===== config.mk =====
export PLATFORM = sky130hd
export DESIGN_NAME = quiz_fluxo_dados
export DESIGN_NICKNAME = d
export VERILOG_FILES = /design/src/rtl/quiz_pkg.sv /design/src/rtl/quiz_rom.sv /design/src/rtl/quiz_fluxo_dados.sv
export SDC_FILE = /design/constraint.sdc
export NUM_CORES = 1
export LEC_CHECK = 0
export BUFFER_PORTS_ARGS = -buffer_cell sky130_fd_sc_hd__buf_4
export CORE_MARGIN = 2
export CORE_UTILIZATION = 57
export CTS_BUF_LIST = sky130_fd_sc_hd__clkbuf_8
export CTS_CLUSTER_DIAMETER = 100
export DETAILED_ROUTE_END_ITERATION = 10
export HOLD_SLACK_MARGIN = 0.1
export PLACE_DENSITY = 0.8
export RECOVER_POWER = 100
export REMOVE_ABC_BUFFERS = 1
export SLEW_MARGIN = 20
export SYNTH_ARGS = -nofsm -noshare
export SYNTH_HDL_FRONTEND = slang
export SYNTH_HIERARCHICAL = 1
export SYNTH_SLANG_ARGS = --single-unit

===== constraint.sdc =====
create_clock -name clock -period 3.1 [get_ports clock]
set_input_delay 0.31 -clock clock [delete_from_list [all_inputs] [get_ports clock]]
set_output_delay 0.31 -clock clock [all_outputs]
set_load 0.01 [all_outputs]

===== src/rtl/quiz_pkg.sv =====
// Shared constants, width helper and answer key for the quiz datapath.
package quiz_pkg;

  localparam int N_BOTOES_DEF  = 4;
  localparam int N_RODADAS_DEF = 16;
  localparam int TIMEOUT_DEF   = 5000;

  // Floor of 1 bit keeps degenerate sizes (n <= 2) from producing zero-width vectors.
  function automatic int W_RODADA(input int n);
    return (n <= 2) ? 1 : $clog2(n);
  endfunction

  localparam logic [3:0] GABARITO [N_RODADAS_DEF] = '{
    4'b0100, 4'b0010, 4'b0001, 4'b1000,
    4'b0010, 4'b0100, 4'b1000, 4'b0001,
    4'b0100, 4'b0001, 4'b0010, 4'b1000,
    4'b0001, 4'b1000, 4'b0100, 4'b0010
  };

endpackage


===== src/rtl/quiz_rom.sv =====
// Combinational answer-key lookup; swapping the question set only touches this ROM.
module quiz_rom
  import quiz_pkg::*;
#(
  parameter int N_RODADAS = N_RODADAS_DEF,
  parameter int N_BOTOES  = N_BOTOES_DEF,
  parameter int W         = W_RODADA(N_RODADAS_DEF)
) (
  input  logic [W-1:0]        endereco,
  output logic [N_BOTOES-1:0] gabarito
);

  always_comb begin
    gabarito = '0;
    for (int i = 0; i < N_RODADAS; i++) begin
      if (endereco == W'(i)) gabarito = N_BOTOES'(GABARITO[i % N_RODADAS_DEF]);
    end
  end

endmodule


===== src/rtl/quiz_fluxo_dados.sv =====
// Quiz-game datapath: button capture, answer/key registers, round/hit counters
// and inactivity timer, driven by the control unit's zera/registra/conta strobes.
module quiz_fluxo_dados
  import quiz_pkg::*;
#(
  parameter int N_RODADAS = N_RODADAS_DEF,
  parameter int N_BOTOES  = N_BOTOES_DEF,
  parameter int TIMEOUT   = TIMEOUT_DEF
) (
  input  logic                                clock,
  input  logic                                reset,
  input  logic [N_BOTOES-1:0]                 botoes,
  input  logic                                zeraR,
  input  logic                                zeraRod,
  input  logic                                zeraA,
  input  logic                                zeraM,
  input  logic                                zeraI,
  input  logic                                registraR,
  input  logic                                registraM,
  input  logic                                contaRod,
  input  logic                                contaA,
  input  logic                                contaI,
  output logic                                jogada_feita,
  output logic                                botaoIgualMemoria,
  output logic                                rodadaIgualFinal,
  output logic                                timeout,
  output logic [W_RODADA(N_RODADAS+1)-1:0]    acertos,
  output logic [W_RODADA(N_RODADAS)-1:0]      rodada,
  output logic [N_BOTOES-1:0]                 db_jogada,
  output logic [N_BOTOES-1:0]                 db_memoria
);

  localparam int W_ROD = W_RODADA(N_RODADAS);
  localparam int W_AC  = W_RODADA(N_RODADAS + 1);
  localparam int W_TMR = W_RODADA(TIMEOUT);

  localparam logic [W_ROD-1:0] ROD_FIM = W_ROD'(N_RODADAS - 1);
  localparam logic [W_AC-1:0]  AC_MAX  = W_AC'(N_RODADAS);
  localparam logic [W_TMR-1:0] TMR_FIM = W_TMR'(TIMEOUT - 1);

  logic [N_BOTOES-1:0] r_s1, r_s2, r_prev, r_cap;
  logic [N_BOTOES-1:0] r_R, r_M;
  logic [W_ROD-1:0]    r_rodada;
  logic [W_AC-1:0]     r_acertos;
  logic                r_pontuado;
  logic [W_TMR-1:0]    r_timer;

  logic [N_BOTOES-1:0] w_gabarito;
  logic                w_jogada;
  logic                w_igual;
  logic                w_pontua;

  quiz_rom #(
    .N_RODADAS (N_RODADAS),
    .N_BOTOES  (N_BOTOES),
    .W         (W_ROD)
  ) u_rom (
    .endereco (r_rodada),
    .gabarito (w_gabarito)
  );

  assign w_jogada = (|r_s2) & ~(|r_prev);
  // A cleared M is all-zero; masking it keeps a cleared R from matching.
  assign w_igual  = (r_R == r_M) && (|r_M);
  assign w_pontua = contaA & w_igual & ~r_pontuado;

  // Synchronizer, edge history and press capture
  always_ff @(posedge clock) begin
    if (!reset) begin
      r_s1   <= '0;
      r_s2   <= '0;
      r_prev <= '0;
      r_cap  <= '0;
    end else begin
      r_s1   <= botoes;
      r_s2   <= r_s1;
      r_prev <= r_s2;
      if (w_jogada) r_cap <= r_s2;
    end
  end

  always_ff @(posedge clock) begin
    if (!reset) begin
      r_R <= '0;
      r_M <= '0;
    end else begin
      if (zeraR)          r_R <= '0;
      else if (registraR) r_R <= r_cap;
      if (zeraM)          r_M <= '0;
      else if (registraM) r_M <= w_gabarito;
    end
  end

  always_ff @(posedge clock) begin
    if (!reset)                              r_rodada <= '0;
    else if (zeraRod)                        r_rodada <= '0;
    else if (contaRod && r_rodada != ROD_FIM) r_rodada <= r_rodada + 1'b1;
  end

  // pontuado blocks a second score for the same answer until the next registraR
  always_ff @(posedge clock) begin
    if (!reset) begin
      r_acertos  <= '0;
      r_pontuado <= 1'b0;
    end else if (zeraA) begin
      r_acertos  <= '0;
      r_pontuado <= 1'b0;
    end else begin
      if (w_pontua && r_acertos != AC_MAX) r_acertos <= r_acertos + 1'b1;
      if (registraR)     r_pontuado <= 1'b0;
      else if (w_pontua) r_pontuado <= 1'b1;
    end
  end

  always_ff @(posedge clock) begin
    if (!reset)                          r_timer <= '0;
    else if (zeraI)                      r_timer <= '0;
    else if (contaI && r_timer != TMR_FIM) r_timer <= r_timer + 1'b1;
  end

  assign jogada_feita      = w_jogada;
  assign botaoIgualMemoria = w_igual;
  assign rodadaIgualFinal  = (r_rodada == ROD_FIM);
  assign timeout           = (r_timer == TMR_FIM);
  assign acertos           = r_acertos;
  assign rodada            = r_rodada;
  assign db_jogada         = r_R;
  assign db_memoria        = r_M;

endmodule


==> run_results.csv <==
group,metric,value,unit
status,status,"complete, no violations",
cts,cts.path.max_buffers,2,
route,dr.pass1.iters,6,
floorplanning,core_area,3610,um2
synthesis,synth-seq-area-share,0.449,
floorplanning,fp.dieH,64.7,um
route,wire_per_inst,12.8,um
synthesis,synth_seq_cells,47,
worst_setup_path,rr_endpoint,"r_timer[1]",
cts,cts_sinks,47,
timing,fmax,497,MHz
placement,portBuffers,36,
layout,fin_util,0.663,
synthesis,ys_top_cells_by_count,"dfxtp_1 (47), nor2_1 (23), mux2i_1 (16), and2_1 (13), nand2_1 (12)",
global_route,antenna_found_initial,0,
global_route,grt_overflow,0,
synthesis,synth_top_area_cell,"dfxtp_1",
worst_setup_path,cp_data_required_time,3.27,ns
layout,instances_no_fill,309,
worst_setup_path,critPathMaxStageDelay,0.68,ns
floorplanning,initial_core_util,0.582,
cts,htree_levels,2,
route,vias,1676,
cts,tritoncts,"yes",
timing,maxSlewViolCount,0,
timing,rsz0062_at_grt,"false",
worst_setup_path,reg2reg_from,"r_timer[3]",
placement,pre_cts_ws,1.43,ns
floorplanning,die_area,4180,um2
synthesis,synth.top_cell.area_share,0.449,
route,drt-initial-drc-count,143,
cts,cts_hold_buf,0,
cts,post_cts_buffers,0,
worst_setup_path,r2r_slack,1.09,ns
floorplanning,io_pins,37,
timing,fin_setup_tns,0,ns
synthesis,netlist_instances,224,
synthesis,synth_flop_cell,"dfxtp_1",
timing,clock_skew,0.00373,ns
pwr,p_leak,0.861,nW
cts,cts_resized,0,
worst_setup_path,end_kind,"register",
route,viasPerCell,5.42,
placement,dp_cells,301,
pwr,ir_drop,456,uV
worst_setup_path,crit_path_start_kind,"register",
layout,drive_gt1_frac,0.0958,
worst_setup_path,cp.buffers_inverters,0,
worst_setup_path,cp_slowest_cell,"o31ai_1",
global_route,grt_max_degree,23,
timing,hold_viol,0,
hold_path,whs_path_depth,2,
synthesis,async_flop_share,0,
synthesis,ys_top_cells_by_area,"dfxtp_1 (45%), mux2i_1 (7.6%), nor2_1 (4.1%)",
layout,antenna-diode-count,0,
worst_setup_path,path_depth,4,
hold_path,min-delay-start,"botoes[3]",
hold_path,hold_class,"in -> reg",
timing,setup_ws,1.09,ns
synthesis,synth_area,2100,um2
synthesis,synth_most_common_cell,"dfxtp_1",
floorplanning,rows,22,
global_route,grt_pass1_wl,6680,um
run,cap_viol_max_count,0,
pwr,power_density,451,nW/um2
synthesis,avgSynthCellArea,9.36,um2
placement,dp_hpwl,2860,um
worst_setup_path,crit_chain,"or4b_1, o31ai_1, mux2i_1, nor2_1",
cts,root_buffer,"clkbuf_8",
hold_path,min_to,"r_s1[3]",
route,drc,0,
cts,cts_buffers,5,
worst_setup_path,r2r_cells,4,
worst_setup_path,crit_type,"reg -> reg",
floorplanning,fp.dieW,64.7,um
worst_setup_path,cp_top_family,"compound AO/OA/AOI/OAI gates",
cts,clk_latency,0.29,ns
global_route,grt_use_total,0.202,
layout,nets,280,
synthesis,ys_types,38,
placement,gp_congestion,0.778,
timing,post-route-min-period,2.01,ns
route,ant_nets,0,
global_route,grt_pass1_vias,1529,
timing,whs,0.225,ns
synthesis,synth_warnings,6,
timing,setup-violations-final,0,
timing,tightest_slew,0.761,ns
route,finalWirelength,3940,um
timing,finalCritPeriodShare,0.649,
worst_setup_path,crit_fanout,6,
cts,clkSlewWorstSetupHoldPaths,0.08,ns
synthesis,synth_edf_count,0,
worst_setup_path,arrival,2.18,ns
layout,syn_to_final_growth,14.0,%
timing,slew_headroom,0.488,
-- power by group --
part / leakage (nW) / switching (mW) / internal, mW
clock: 0.0474 / 0.198 / 0.182
combinational: 0.432 / 0.0386 / 0.0361
sequential: 0.381 / 0.00894 / 0.615
total: 0.861 / 0.245 / 0.833
-- kinds of logic (layout without fill, tap and decap cells) --
kind of cell / count (synthesis) / in the layout / synth area share
xor gates and xnor gates: 15 / 15 / 0.0662
and+or+nand+nor: 106 / 106 / 0.288
adders and majority gates: 4 / 4 / 0.0239
muxes: 16 / 16 / 0.0764
AOI/OAI and AO/OA: 22 / 22 / 0.0716
DFF: 47 / 47 / 0.449
buffers and inverters: 14 / 51 / 0.0257
-- flip-flops by register name, summed over array words and instances (netlist names) --
register and count:
acertos 5, db_jogada 4, db_memoria 4, r_cap 4, r_pontuado 1, r_prev 4
r_s1 4, r_s2 4, r_timer 13, rodada 4
-- metal layers --
layer	global-route usage	share of wire	vias up
met1	0.254	0.48	776
met2	0.345	0.46	44
li1	-	-	854
met5	0	0	-
met3	0.0451	0.053	2
met4	0.0665	0.0066	0
-- metrics by stage --
| step | total power [mW] | cell area (um2) |
|---|---|---|
| floorplan | 0.680 | 2070 |
| finish | 1.08 | 2390 |
| global route | 1.13 | 2390 |
| global placement | 0.716 | 2400 |
| detailed placement | 0.718 | 2400 |
| CTS | 1.10 | 2500 |
-- final cells by class --
class	instances	area (um2)
Fill cell	326	1210
Multi-Input combinational cell	163	1080
Sequential cell	47	941
Timing Repair Buffer	36	188
Clock buffer	6	82.6
Tap cell	48	60.1
Inverter	7	26.3
Clock inverter	2	16.3
-- layout by cell type, fill, tap and decap left out, drive strengths merged, types with 3 or more instances in the layout --
master   count
and2        13
buf         14
inv          7
nand2b       9
ha           4
mux2i       16
nand4        6
nor2b        5
nor3         8
dfxtp       47
nand4b       5
nand3        6
nor4         5
nor2        23
a21oi        9
nand2       12
o21ai        5
nand4bb      3
or3          6
xor2         6
xnor2        9
clkbuf      28
-- worst max path at each step --
stage	start	endpoint	slack [ns]
2_1_floorplan	r_timer[3]	r_timer[1]	1.54
3_3_place_gp	r_timer[4]	r_timer[1]	1.49
3_5_place_dp	r_timer[4]	r_timer[1]	1.43
4_1_cts	r_timer[4]	timeout	1.17
5_1_grt	r_timer[3]	r_timer[2]	0.91
6_report	r_timer[3]	r_timer[1]	1.09
No activity file was read; power rests on OpenSTA's default activity.
